File: src/rtl/paddle_ctrl.sv
// paddle_ctrl
//   Controls one Pong paddle's vertical position. The paddle moves on prescaled
//   ticks and accelerates while a direction is held. It runs either from two
//   active-low buttons or in auto mode, where it tracks the ball row. The block
//   also outputs the paddle's bounding box, the pixel-hit flag and the colour.
//
// Ports
//   CLK, RST_N            system clock, asynchronous active-low reset
//   prescaler             tick period minus 1
//   x, y                  current scan pixel
//   x_pos                 paddle left column
//   up_button/down_button active-low buttons, asynchronous to CLK
//   auto_mode             1 = track ball_y and ignore the buttons
//   ball_y                ball centre row
//   paddle_on             (x,y) lies inside the paddle box (combinational)
//   bar_rgb               paddle colour
//   BAR_X_L/R, BAR_Y_T/B  paddle bounding box
//   speed                 current step magnitude, 0 when idle
//
// FSM
//   state  | meaning
//   IDLE   | no request on the last tick, speed 0
//   UP     | moving toward row 0, speed ramps to V_MAX
//   DOWN   | moving toward MAX_Y-PADDLE_H, speed ramps to V_MAX
module paddle_ctrl #(
  parameter int          MAX_Y    = 480,
  parameter int          PADDLE_W = 3,
  parameter int          PADDLE_H = 72,
  parameter int          V_MAX    = 8,
  parameter int          DEADBAND = 4,
  parameter int          PS_W     = 22,
  parameter logic [7:0]  RGB      = 8'b000_11100
) (
  input  logic            CLK,
  input  logic            RST_N,
  input  logic [PS_W-1:0] prescaler,
  input  logic [9:0]      x,
  input  logic [9:0]      y,
  input  logic [9:0]      x_pos,
  input  logic            up_button,
  input  logic            down_button,
  input  logic            auto_mode,
  input  logic [9:0]      ball_y,
  output logic            paddle_on,
  output logic [7:0]      bar_rgb,
  output logic [9:0]      BAR_X_L,
  output logic [9:0]      BAR_X_R,
  output logic [9:0]      BAR_Y_T,
  output logic [9:0]      BAR_Y_B,
  output logic [3:0]      speed
);

  localparam logic [1:0] S_IDLE = 2'd0;
  localparam logic [1:0] S_UP   = 2'd1;
  localparam logic [1:0] S_DOWN = 2'd2;

  localparam logic [9:0] Y_LIMIT = 10'(MAX_Y - PADDLE_H);
  localparam logic [9:0] Y_RESET = 10'((MAX_Y - PADDLE_H) / 2);

  logic            r_up_s1, r_up_s2, r_dn_s1, r_dn_s2;
  logic [PS_W-1:0] r_cnt;
  logic [1:0]      r_state;
  logic [3:0]      r_speed;
  logic [9:0]      r_y;

  logic            w_tick;
  logic [1:0]      w_req;
  logic [10:0]     w_ctr;
  logic [1:0]      w_state_nxt;
  logic [3:0]      w_speed_nxt;
  logic [9:0]      w_y_nxt;
  logic [9:0]      w_step;
  logic [10:0]     w_sum;

  // The buttons idle high, so the synchroniser also resets high.
  always_ff @(posedge CLK or negedge RST_N) begin
    if (!RST_N) begin
      r_up_s1 <= 1'b1;
      r_up_s2 <= 1'b1;
      r_dn_s1 <= 1'b1;
      r_dn_s2 <= 1'b1;
    end else begin
      r_up_s1 <= up_button;
      r_up_s2 <= r_up_s1;
      r_dn_s1 <= down_button;
      r_dn_s2 <= r_dn_s1;
    end
  end

  // Free-running counter that matches on equality only. If prescaler is
  // lowered below the current count, the counter wraps around and then matches.
  assign w_tick = (r_cnt == prescaler);

  always_ff @(posedge CLK or negedge RST_N) begin
    if (!RST_N) r_cnt <= '0;
    else if (w_tick) r_cnt <= '0;
    else r_cnt <= r_cnt + 1'b1;
  end

  // In auto mode the request is computed in 11 bits so that the centre
  // plus the deadband cannot overflow.
  assign w_ctr = {1'b0, r_y} + 11'(PADDLE_H / 2);

  always_comb begin
    w_req = S_IDLE;
    if (auto_mode) begin
      if (({1'b0, ball_y} + 11'(DEADBAND)) < w_ctr) w_req = S_UP;
      else if ({1'b0, ball_y} > (w_ctr + 11'(DEADBAND))) w_req = S_DOWN;
    end else begin
      if (!r_up_s2 && r_dn_s2) w_req = S_UP;
      else if (!r_dn_s2 && r_up_s2) w_req = S_DOWN;
    end
  end

  always_comb begin
    w_state_nxt = r_state;
    w_speed_nxt = r_speed;
    w_y_nxt     = r_y;
    w_step      = '0;
    w_sum       = '0;
    if (w_tick) begin
      if (w_req == S_IDLE) begin
        w_state_nxt = S_IDLE;
        w_speed_nxt = '0;
      end else if (w_req == r_state) begin
        w_speed_nxt = (r_speed >= 4'(V_MAX)) ? 4'(V_MAX) : r_speed + 4'd1;
      end else begin
        w_state_nxt = w_req;
        w_speed_nxt = 4'd1;
      end
      // The paddle moves by the speed that was just computed. Both bounds are
      // checked before the move is applied, so the position saturates instead
      // of wrapping.
      w_step = {6'b0, w_speed_nxt};
      w_sum  = {1'b0, r_y} + {1'b0, w_step};
      if (w_req == S_UP)
        w_y_nxt = (r_y >= w_step) ? r_y - w_step : 10'd0;
      else if (w_req == S_DOWN)
        w_y_nxt = (w_sum <= {1'b0, Y_LIMIT}) ? w_sum[9:0] : Y_LIMIT;
    end
  end

  always_ff @(posedge CLK or negedge RST_N) begin
    if (!RST_N) begin
      r_state <= S_IDLE;
      r_speed <= '0;
      r_y     <= Y_RESET;
    end else begin
      r_state <= w_state_nxt;
      r_speed <= w_speed_nxt;
      r_y     <= w_y_nxt;
    end
  end

  assign bar_rgb   = RGB;
  assign speed     = r_speed;
  assign BAR_X_L   = x_pos;
  assign BAR_X_R   = x_pos + 10'(PADDLE_W);
  assign BAR_Y_T   = r_y;
  assign BAR_Y_B   = r_y + 10'(PADDLE_H - 1);
  assign paddle_on = (x >= BAR_X_L) && (x <= BAR_X_R) &&
                     (y >= BAR_Y_T) && (y <= BAR_Y_B);

endmodule
File: config.mk
export PLATFORM = sky130hd
export DESIGN_NAME = paddle_ctrl
export DESIGN_NICKNAME = d
export VERILOG_FILES = /design/src/rtl/paddle_ctrl.sv
export SDC_FILE = /design/constraint.sdc
export NUM_CORES = 1
export LEC_CHECK = 0
export ABC_AREA = 1
export BUFFER_PORTS_ARGS = -buffer_cell sky130_fd_sc_hd__buf_2
export CORE_MARGIN = 4
export CORE_UTILIZATION = 50
export CTS_BUF_LIST = sky130_fd_sc_hd__clkbuf_4 sky130_fd_sc_hd__clkbuf_8 sky130_fd_sc_hd__clkbuf_16
export CTS_CLUSTER_DIAMETER = 100
export DETAILED_ROUTE_END_ITERATION = 16
export PLACE_DENSITY_LB_ADDON = 0.25
export SKIP_CTS_REPAIR_TIMING = 1
export SLEW_MARGIN = 10
export SYNTH_ARGS = -nofsm -noshare
export SYNTH_HDL_FRONTEND = slang
export SYNTH_SLANG_ARGS = --single-unit
File: constraint.sdc
create_clock -name CLK -period 13 [get_ports CLK]
set_input_delay 0.65 -clock CLK [delete_from_list [all_inputs] [get_ports CLK]]
set_output_delay 0.65 -clock CLK [all_outputs]
set_load 0.05 [all_outputs]
==> out/summary.txt, run 1 <==
Status = finished, final reports clean
Tmin final = 5517 ps
Drt drc = 0
ANT nets after route = 0
Max-Slew Margin vs Limit = 36.51%
Worst Setup SP = BAR_Y_T[2]
Slowest-stage cell, CP = dfstp_2
Setup TNS = 0 ps
Final hold vios = 0
Die Ht = 112.6 um
Buffers on Ports = 111
Largest net degree at the start of global routing = 43
H-tree levels = 2
CP max stage delay = 680 ps
Initial DRT Pass Iterations = 4
Clock Tree Buf Depth = 2
Clock Latency Late Sink = 300 ps
Root buffer cell = clkbuf_8
Synth Instances = 778
Fin area = 0.006121 sq mm
DRT Wirelength = 12540 um
Fin crit share = 42.43%
Initial cell density of the core = 52.08%
Layout Cells excl Fill = 1012
Final Max Tran Viols = 0
Syn avg cell area = 7.034 sq um
Worst endpoint required time = 13230 ps
Number of synthesized register bits = 42
CP startpoint kind = flop
Inserted Diodes = 0
Clock transition at the registers of the reported paths = 80 ps
VDD IR-drop max = 0.00003877 V
Share of cells above drive strength 1 = 20.66%
First-pass GRT wire length = 21030 um
DP Wirelength = 10530 um
DRT iter0 DRCs = 340
Total Power = 318.6 uW
Hold wc startpoint = r_dn_s1
Vias in the first global route = 4714
Crit path DAT = 5740 ps
RR Startpoint = BAR_Y_T[2]
Worst slew pin tran = 952.3 ps
Clk sinks = 42
Max Clock Freq = 181.3 MHz
CORE AREA = 0.01051 sq mm
Die Wd = 112.6 um
P_leak = 0.003378 uW
I/O Pins = 120
Final Wtd Congestion = 0.9115
Synthesis-to-finish area growth = 11.84%
Synth cell types = 53
Dpl cells = 1004
GRT Overall Usage = 19.42%
Vias per cell = 4.977
Initial antenna violation count = 0
Worst min-delay path category = flop to flop
Total power per unit cell area = 52.04 mW/mm^2
Worst Skew = 5.565 ps
Hold Worst Slack = 357.9 ps
GR Overflow Total = 0
Yosys warning count = 0
TritonCTS clock tree = yes
CP most frequent cell = inv_1
Die area = 0.01268 sq mm
Nature of the critical path endpoint = flop
# fillers = 1055
Net count, final = 1022
Number of max-cap violations = 0
Final setup violation count = 0
Crit path max fanout = 12
Seq/Total Area, Yosys = 19.39%
Unrepaired setup endpoints after global routing = false
CTS Buf Count = 5
Vias post-DR = 5037
Rows = 37
Critical setup path kind = flop to flop
Cell Area, Synth = 0.005473 sq mm
Wire length per cell = 12.39 um
Post-DP Area = 0.006026 sq mm
[layout make-up]
class                   instances  area (sq um)  area share, %
well taps                     136         170.2          2.780
clock buffers                   6         82.58          1.349
inverters                     138         523.0          8.545
flip-flops and latches         42          1061          17.33
repair buffers                112         563.0          9.199
multi-input cells             576          3709          60.59
clock inverters                 2         12.51         0.2044
[state kept, by name, summed over array words and instances (netlist names)]
name and count:
r_dn_s1 1, speed 4, r_dn_s2 1, r_up_s1 1, BAR_Y_T 10, r_up_s2 1, r_cnt 22, r_state 2
[cells in the final DEF (no fill, tap or decap), types with 3 or more instances in the layout]
master	n
inv_1	130
o21a_1	3
nor2_1	69
clkbuf_8	6
nand3b_1	4
nand2_2	12
nand4_1	18
o21ai_0	23
nor2_4	3
nand2_1	137
buf_2	111
ha_1	78
xnor2_1	10
o2111ai_1	4
nor2_2	7
a21oi_1	49
nand3_2	7
dfstp_2	8
nand3_1	50
inv_2	7
or2_2	5
nor3_1	13
dfrtp_1	34
o211ai_1	5
conb_1	8
xor2_1	40
[per-stage QoR]
stage | setup slack [ps] | utilization (%)
6_report | 7483 | 58.25
5_1_grt | 6825 | 58.25
4_1_cts | 7518 | 58.25
3_5_place_dp | 7541 | 57.34
3_3_place_gp | 7703 | 57.34
2_1_floorplan | 7889 | -
[cells in the mapped netlist, drive strengths merged]
| master | n | share of area (%) |
|---|---|---|
| conb | 2 | 0.14 |
| o41ai | 1 | 0.16 |
| nor4 | 2 | 0.23 |
| and3 | 2 | 0.23 |
| nor2 | 80 | 6.5 |
| nand2 | 151 | 11 |
| o22ai | 1 | 0.11 |
| nand3b | 4 | 0.55 |
| a21oi | 51 | 4.8 |
| xor2 | 41 | 6.7 |
| o31ai | 1 | 0.14 |
| buf | 27 | 3.6 |
| nor3 | 14 | 1.5 |
| nand4 | 20 | 2.7 |
| clkbuf | 1 | 0.069 |
| a22oi | 1 | 0.14 |
| fa | 2 | 0.73 |
| or3 | 1 | 0.11 |
| or2 | 7 | 0.80 |
| o21a | 3 | 0.41 |
| o21ai | 23 | 2.1 |
| nor3b | 2 | 0.27 |
| dfrtp | 34 | 16 |
| a31oi | 2 | 0.23 |
| o211ai | 6 | 0.91 |
| dfstp | 8 | 3.8 |
| o221ai | 1 | 0.16 |
| o211a | 1 | 0.18 |
| xnor2 | 10 | 1.6 |
| nand3 | 58 | 6.2 |
| inv | 138 | 9.6 |
| o2111ai | 4 | 0.64 |
| a21o | 1 | 0.14 |
| ha | 78 | 18 |
[power by group]
group	switching, uW	leakage, uW	internal (uW)
Clock	48.2	0.0000472	42.8
Combinational	63.2	0.00281	32.0
Sequential	0.481	0.000518	132
[layer usage]
layer	wire, um	vias up	global-route usage, %
met5	0	-	0
met4	176	0	4.247
met3	603	13	2.318
met2	5645	112	32.54
met1	6118	2221	26.81
li1	-	2691	-
[final timing paths]
path                               to  slack (ps)  cells after the start
hold reg to reg               r_dn_s2         360                      0
hold / removal                r_dn_s2         360                      0
max in group asynchronous  r_state[0]       11910                      1
setup / recovery           BAR_Y_T[7]        7480                     30
setup reg to reg           BAR_Y_T[7]        7480                     30
min in group asynchronous   r_cnt[13]         490                      1
[cells by family after synthesis]
kind of cell	synth area share, %
adders and majority gates	18.56
and+or+nand+nor	30.22
DFF	19.39
xor gates and xnor gates	8.299
other	0.1372
buffers and inverters	13.26
AOI/OAI and AO/OA	10.13
[worst max-delay path, delay by kind of cell, from the launching register on]
family / cells / cell delay [ps]
adders and majority gates: 4 / 1270
xor gates and xnor gates: 1 / 180
buffers and inverters: 6 / 640
AOI/OAI and AO/OA: 5 / 640
and+or+nand+nor: 14 / 2030
DFF: 1 / 680
Power figures use the tool's default switching activity.
==> run 2: changes to the inputs <==
==> constraint.sdc (replaced) <==
create_clock -name CLK -period 4.5 [get_ports CLK]
set_input_delay 0.225 -clock CLK [delete_from_list [all_inputs] [get_ports CLK]]
set_output_delay 0.225 -clock CLK [all_outputs]
set_load 0.05 [all_outputs]
==> run 2 against run 1 <==
The flow now finishes with violations (negative setup slack). First-iteration DRC count increased by 26%. Cell count increased by 5.2%. Count of clock-buffer cells in the layout decreased by 1. Power increased to 2.9 times the previous value. Non-clock buffer count increased by 53. Register-to-register slack got worse by 7600 ps. Sequential share of layout area decreased by 1.7 points. Via count increased by 6.4%. Combinational power increased to 3.2 times the previous value. Flip-flop and latch count unchanged. Highest routed layer unchanged.
==> out/summary.txt, run 2 (synthesized netlist as in run 1, its figures left out) <==
Worst slack at placement = -275.0 ps
I/O Pins = 120
Initial DRT Pass Iterations = 5
Clock Latency Late Sink = 300 ps
Max-Slew Margin vs Limit = 36.95%
Met3 Track Usage GR = 2.156%
Nature of the critical path endpoint = flop
Initial cell density of the core = 52.08%
Unrepaired setup endpoints after global routing = true
Setup slack, reg-to-reg = -120 ps
Commonest non-fill, non-tap cell in the layout = nand2_1
Die area = 0.01268 sq mm
Worst Skew = 11.33 ps
Net count, final = 1075
GRT Overall Usage = 20.97%
DRT iter0 DRCs = 428
Max reg flops = 22
Vias per cell = 5.031
Inserted Diodes = 0
Top reg by flops = r_cnt
Initial antenna violation count = 0
Share of cells above drive strength 1 = 30.14%
Clock transition at the registers of the reported paths = 90 ps
Vias post-DR = 5358
Sw frac = 35.81%
Tmin final = 4620 ps
Vias in the first global route = 5061
Final hold vios = 0
Cell-internal power = 600.2 uW
Root buffer cell = clkbuf_8
Clk network pwr share = 26.7%
Grt met2 use = 36.30%
Commonest cells after routing, fill and taps aside = 129 x nand2_1, 122 x inv_1, 111 x buf_2
Max Clock Freq = 216.4 MHz
Combinational fraction of design power = 32.4%
CP max stage delay = 690 ps
Die Ht = 112.6 um
Number of max-cap violations = 0
Gr busiest metal = met2
Worst min-delay path category = primary input to asynchronous set/reset pin
Die Wd = 112.6 um
Share of power burned in registers = 40.9%
Final Max Tran Viols = 0
Crit path max fanout = 5
Switching power = 334.9 uW
Worst slew pin tran = 945.8 ps
Final design utilization = 64.83%
Synthesis-to-finish area growth = 24.49%
Dpl cells = 1053
Worst endpoint required time = 4720 ps
Buffers on Ports = 111
Met1 Use GR = 28.34%
CP startpoint kind = flop
DRT Wirelength = 13470 um
Status = finished with violations
CORE AREA = 0.01051 sq mm
Rows = 37
Crit path DAT = 4840 ps
Clk sinks = 42
First-pass GRT wire length = 22810 um
Slowest-stage cell, CP = dfstp_4
P_leak = 0.003635 uW
Fin crit share = 102.7%
Critical setup path kind = flop to flop
Violated checks = negative setup slack
Final setup violation count = 10
Total power per unit cell area = 137.3 mW/mm^2
Largest net degree at the start of global routing = 43
Wire length per cell = 12.65 um
Setup WS post-layout = -120.3 ps
GR Overflow Total = 0
VDD IR-drop max = 0.0001198 V
DP Wirelength = 11180 um
Drt drc = 0
Layout Cells excl Fill = 1065
CTS Buf Count = 5
TritonCTS clock tree = yes
H-tree levels = 2
Clock Tree Buf Depth = 2
Total Power = 935.1 uW
ANT nets after route = 0
Final Wtd Congestion = 0.9277
run 2: power groups by stage:
stage	clock, uW	sequential, uW	combinational, uW
floorplan	0	389	206
global placement	0	389	290
detailed placement	0	390	293
CTS	259	382	294
global route	277	383	338
finish	250	382	303
run 2: path summary, 6_finish.rpt:
| check | from | depth (start not counted) | to |
|---|---|---|---|
| min in group CLK | r_up_s1 | 0 | r_up_s2 |
| hold / removal | RST_N | 1 | speed[3] |
| setup / recovery | BAR_Y_T[3] | 32 | BAR_Y_T[5] |
| max in group asynchronous | RST_N | 1 | r_cnt[20] |
| setup reg to reg | BAR_Y_T[3] | 32 | BAR_Y_T[5] |
| hold reg to reg | r_up_s1 | 0 | r_up_s2 |
run 2: worst max-delay path: cells and delay by family, from the launching register on:
family	cells	cell delay, ps
AOI/OAI and AO/OA	3	320
xor gates and xnor gates	2	270
adders and majority gates	5	1140
buffers and inverters	5	390
DFF	1	690
and+or+nand+nor	17	1750
run 2: cell type report:
class	instances	area, sq um
fillers	968	3696
repair buffers	165	973.4
well taps	136	170.2
clock inverters	3	21.27
inverters	138	533.0
flip-flops and latches	42	1069
multi-input cells	576	3978
clock buffers	5	68.82
run 2: metal layers:
layer	part of all wire (%)	up-vias	wire length, um
li1	-	2808	-
met1	47	2409	6364
met2	47	134	6367
met3	4.9	7	656
met4	0.62	0	84
met5	0	-	0
run 2: metrics by stage:
stage | hold slack [ps] | area [sq um] | setup TNS (ps)
after CTS | 1.318 | 6578 | -2774
final | 67.49 | 6813 | -784.3
after global routing | 142.3 | 6813 | -3939
after global placement | 329.6 | 6487 | -1001
after floorplan | -70.59 | 5595 | -1147
after detailed placement | 331.6 | 6487 | -2360
==> run 3: changes to the inputs <==
--- a/config.mk
+++ b/config.mk
@@ -8,7 +8,7 @@
 export ABC_AREA = 1
 export BUFFER_PORTS_ARGS = -buffer_cell sky130_fd_sc_hd__buf_2
 export CORE_MARGIN = 4
-export CORE_UTILIZATION = 50
+export CORE_UTILIZATION = 35
 export CTS_BUF_LIST = sky130_fd_sc_hd__clkbuf_4 sky130_fd_sc_hd__clkbuf_8 sky130_fd_sc_hd__clkbuf_16
 export CTS_CLUSTER_DIAMETER = 100
 export DETAILED_ROUTE_END_ITERATION = 16
==> constraint.sdc (replaced) <==
create_clock -name CLK -period 4.5 [get_ports CLK]
set_input_delay 0.225 -clock CLK [delete_from_list [all_inputs] [get_ports CLK]]
set_output_delay 0.225 -clock CLK [all_outputs]
set_load 0.1 [all_outputs]
==> run 3 against run 2 <==
Routed wire length increased by 8.1%. Critical endpoint is now BAR_Y_T[1]. Sequential share of layout area shrank 0.79 points. Setup slack about the same. The flow still finishes with violations (negative setup slack). Largest power group is now the clock network.
==> out/summary.txt, run 3 (synthesized netlist as in run 1, its figures left out) <==
Hold Worst Slack = 36.24 ps
Clock transition at the registers of the reported paths = 60 ps
Critical setup path kind = flop to flop
DP Wirelength = 12160 um
Total power per unit cell area = 164.0 mW/mm^2
Fin area = 0.007192 sq mm
Setup WS post-layout = -120.3 ps
Dpl cells = 1144
Share of cells above drive strength 1 = 32.46%
Initial antenna violation count = 0
Final Max Tran Viols = 0
Net count, final = 1095
Nature of the critical path endpoint = flop
Largest net degree at the start of global routing = 43
Clk sinks = 42
Wire length per cell = 12.56 um
ANT nets after route = 0
Die area = 0.01770 sq mm
Vias post-DR = 5317
Buffers on Ports = 111
CORE AREA = 0.01526 sq mm
VDD IR-drop max = 0.0001365 V
TritonCTS clock tree = yes
Vias in the first global route = 5020
Total Power = 1179 uW
Initial cell density of the core = 35.87%
Synthesis-to-finish area growth = 31.41%
Clock Tree Buf Depth = 2
Worst Skew = 9.369 ps
Worst min-delay path category = primary input to flop
Root buffer cell = clkbuf_16
Number of max-cap violations = 0
Max reg flops = 22
Final hold vios = 0
Die Wd = 133.0 um
Status = finished with violations
Commonest cells after routing, fill and taps aside = 128 x nand2_1, 122 x inv_1, 111 x buf_2
First-pass GRT wire length = 24300 um
Setup TNS = -779.0 ps
Initial DRT Pass Iterations = 4
CTS Buf Count = 5
Commonest non-fill, non-tap cell in the layout = nand2_1
Worst slew pin tran = 979.5 ps
Die Ht = 133.0 um
Final setup violation count = 10
Slowest-stage cell, CP = dfstp_4
Crit path max fanout = 5
GRT Overall Usage = 16.36%
CP startpoint kind = flop
Inserted Diodes = 0
Max-Slew Margin vs Limit = 34.70%
Tmin final = 4620 ps
Max Clock Freq = 216.4 MHz
I/O Pins = 120
Clock Latency Late Sink = 290 ps
Final Wtd Congestion = 0.9376
Top reg by flops = r_cnt
Worst endpoint required time = 4670 ps
DRT Wirelength = 14570 um
Violated checks = negative setup slack
Unrepaired setup endpoints after global routing = true
H-tree levels = 2
Post-DP Area = 0.006740 sq mm
Vias per cell = 4.584
Fin crit share = 102.7%
Drt drc = 0
Crit path DAT = 4790 ps
Layout Cells excl Fill = 1160
GR Overflow Total = 0
DRT iter0 DRCs = 161
CP max stage delay = 670 ps
P_leak = 0.003783 uW
Rows = 45
-- run 3: cell count changes in the layout (fill, tap and decap cells not counted), moves of 3 or more --
| cell | previous run | this run |
|---|---|---|
| clkbuf_16 | 0 | 5 |
| clkbuf_8 | 5 | 0 |
| o21ai_0 | 18 | 21 |
| buf_4 | 51 | 70 |
| o21ai_1 | 5 | 2 |
-- run 3: worst paths after layout --
kind	from	endpoint	slack, ps	cells after the start
min	up_button	r_up_s1	40	1
min reg2reg	r_up_s1	r_up_s2	360	0
max	BAR_Y_T[3]	BAR_Y_T[1]	-120	33
max in group asynchronous	RST_N	BAR_Y_T[0]	3720	1
min in group asynchronous	RST_N	r_cnt[1]	90	1
max reg2reg	BAR_Y_T[3]	BAR_Y_T[1]	-120	33
-- run 3: where the power goes --
group          internal [uW]  switching (uW)
Clock                    269             161
Sequential               381            1.30
Combinational            112             255
-- run 3: metrics by stage --
stage / util (%) / setup WS, ps
after floorplan: - / -264.2
after global placement: 44.17 / -293.0
after detailed placement: 44.17 / -367.6
after CTS: 45.29 / -409.7
after global routing: 47.13 / -466.0
final: 47.13 / -120.3
-- run 3: area by class of cell --
class | instances | area (sq um)
tap | 211 | 264.0
clock inverter | 2 | 37.54
inverter | 138 | 536.8
clock buffer | 6 | 132.6
multi-input combinational | 576 | 4003
sequential | 42 | 1071
fill | 1570 | 8066
timing repair buffer | 185 | 1147
-- run 3: worst max-delay path, delay by kind of cell (launching register included) --
family          cells  cell delay, ps
fa+ha+maj           5            1090
buf+inv             7             640
xor+xnor            1             150
simple gates       16            1440
flops               1             670
compound gates      4             480
-- run 3: routing by layer --
metal	GRT usage, %	part of all wire (%)	up-vias
met4	3.002	1.3	0
met2	27.54	46	104
li1	-	-	2832
met5	0	0	-
met1	22.48	48	2366
met3	2.357	4.8	15
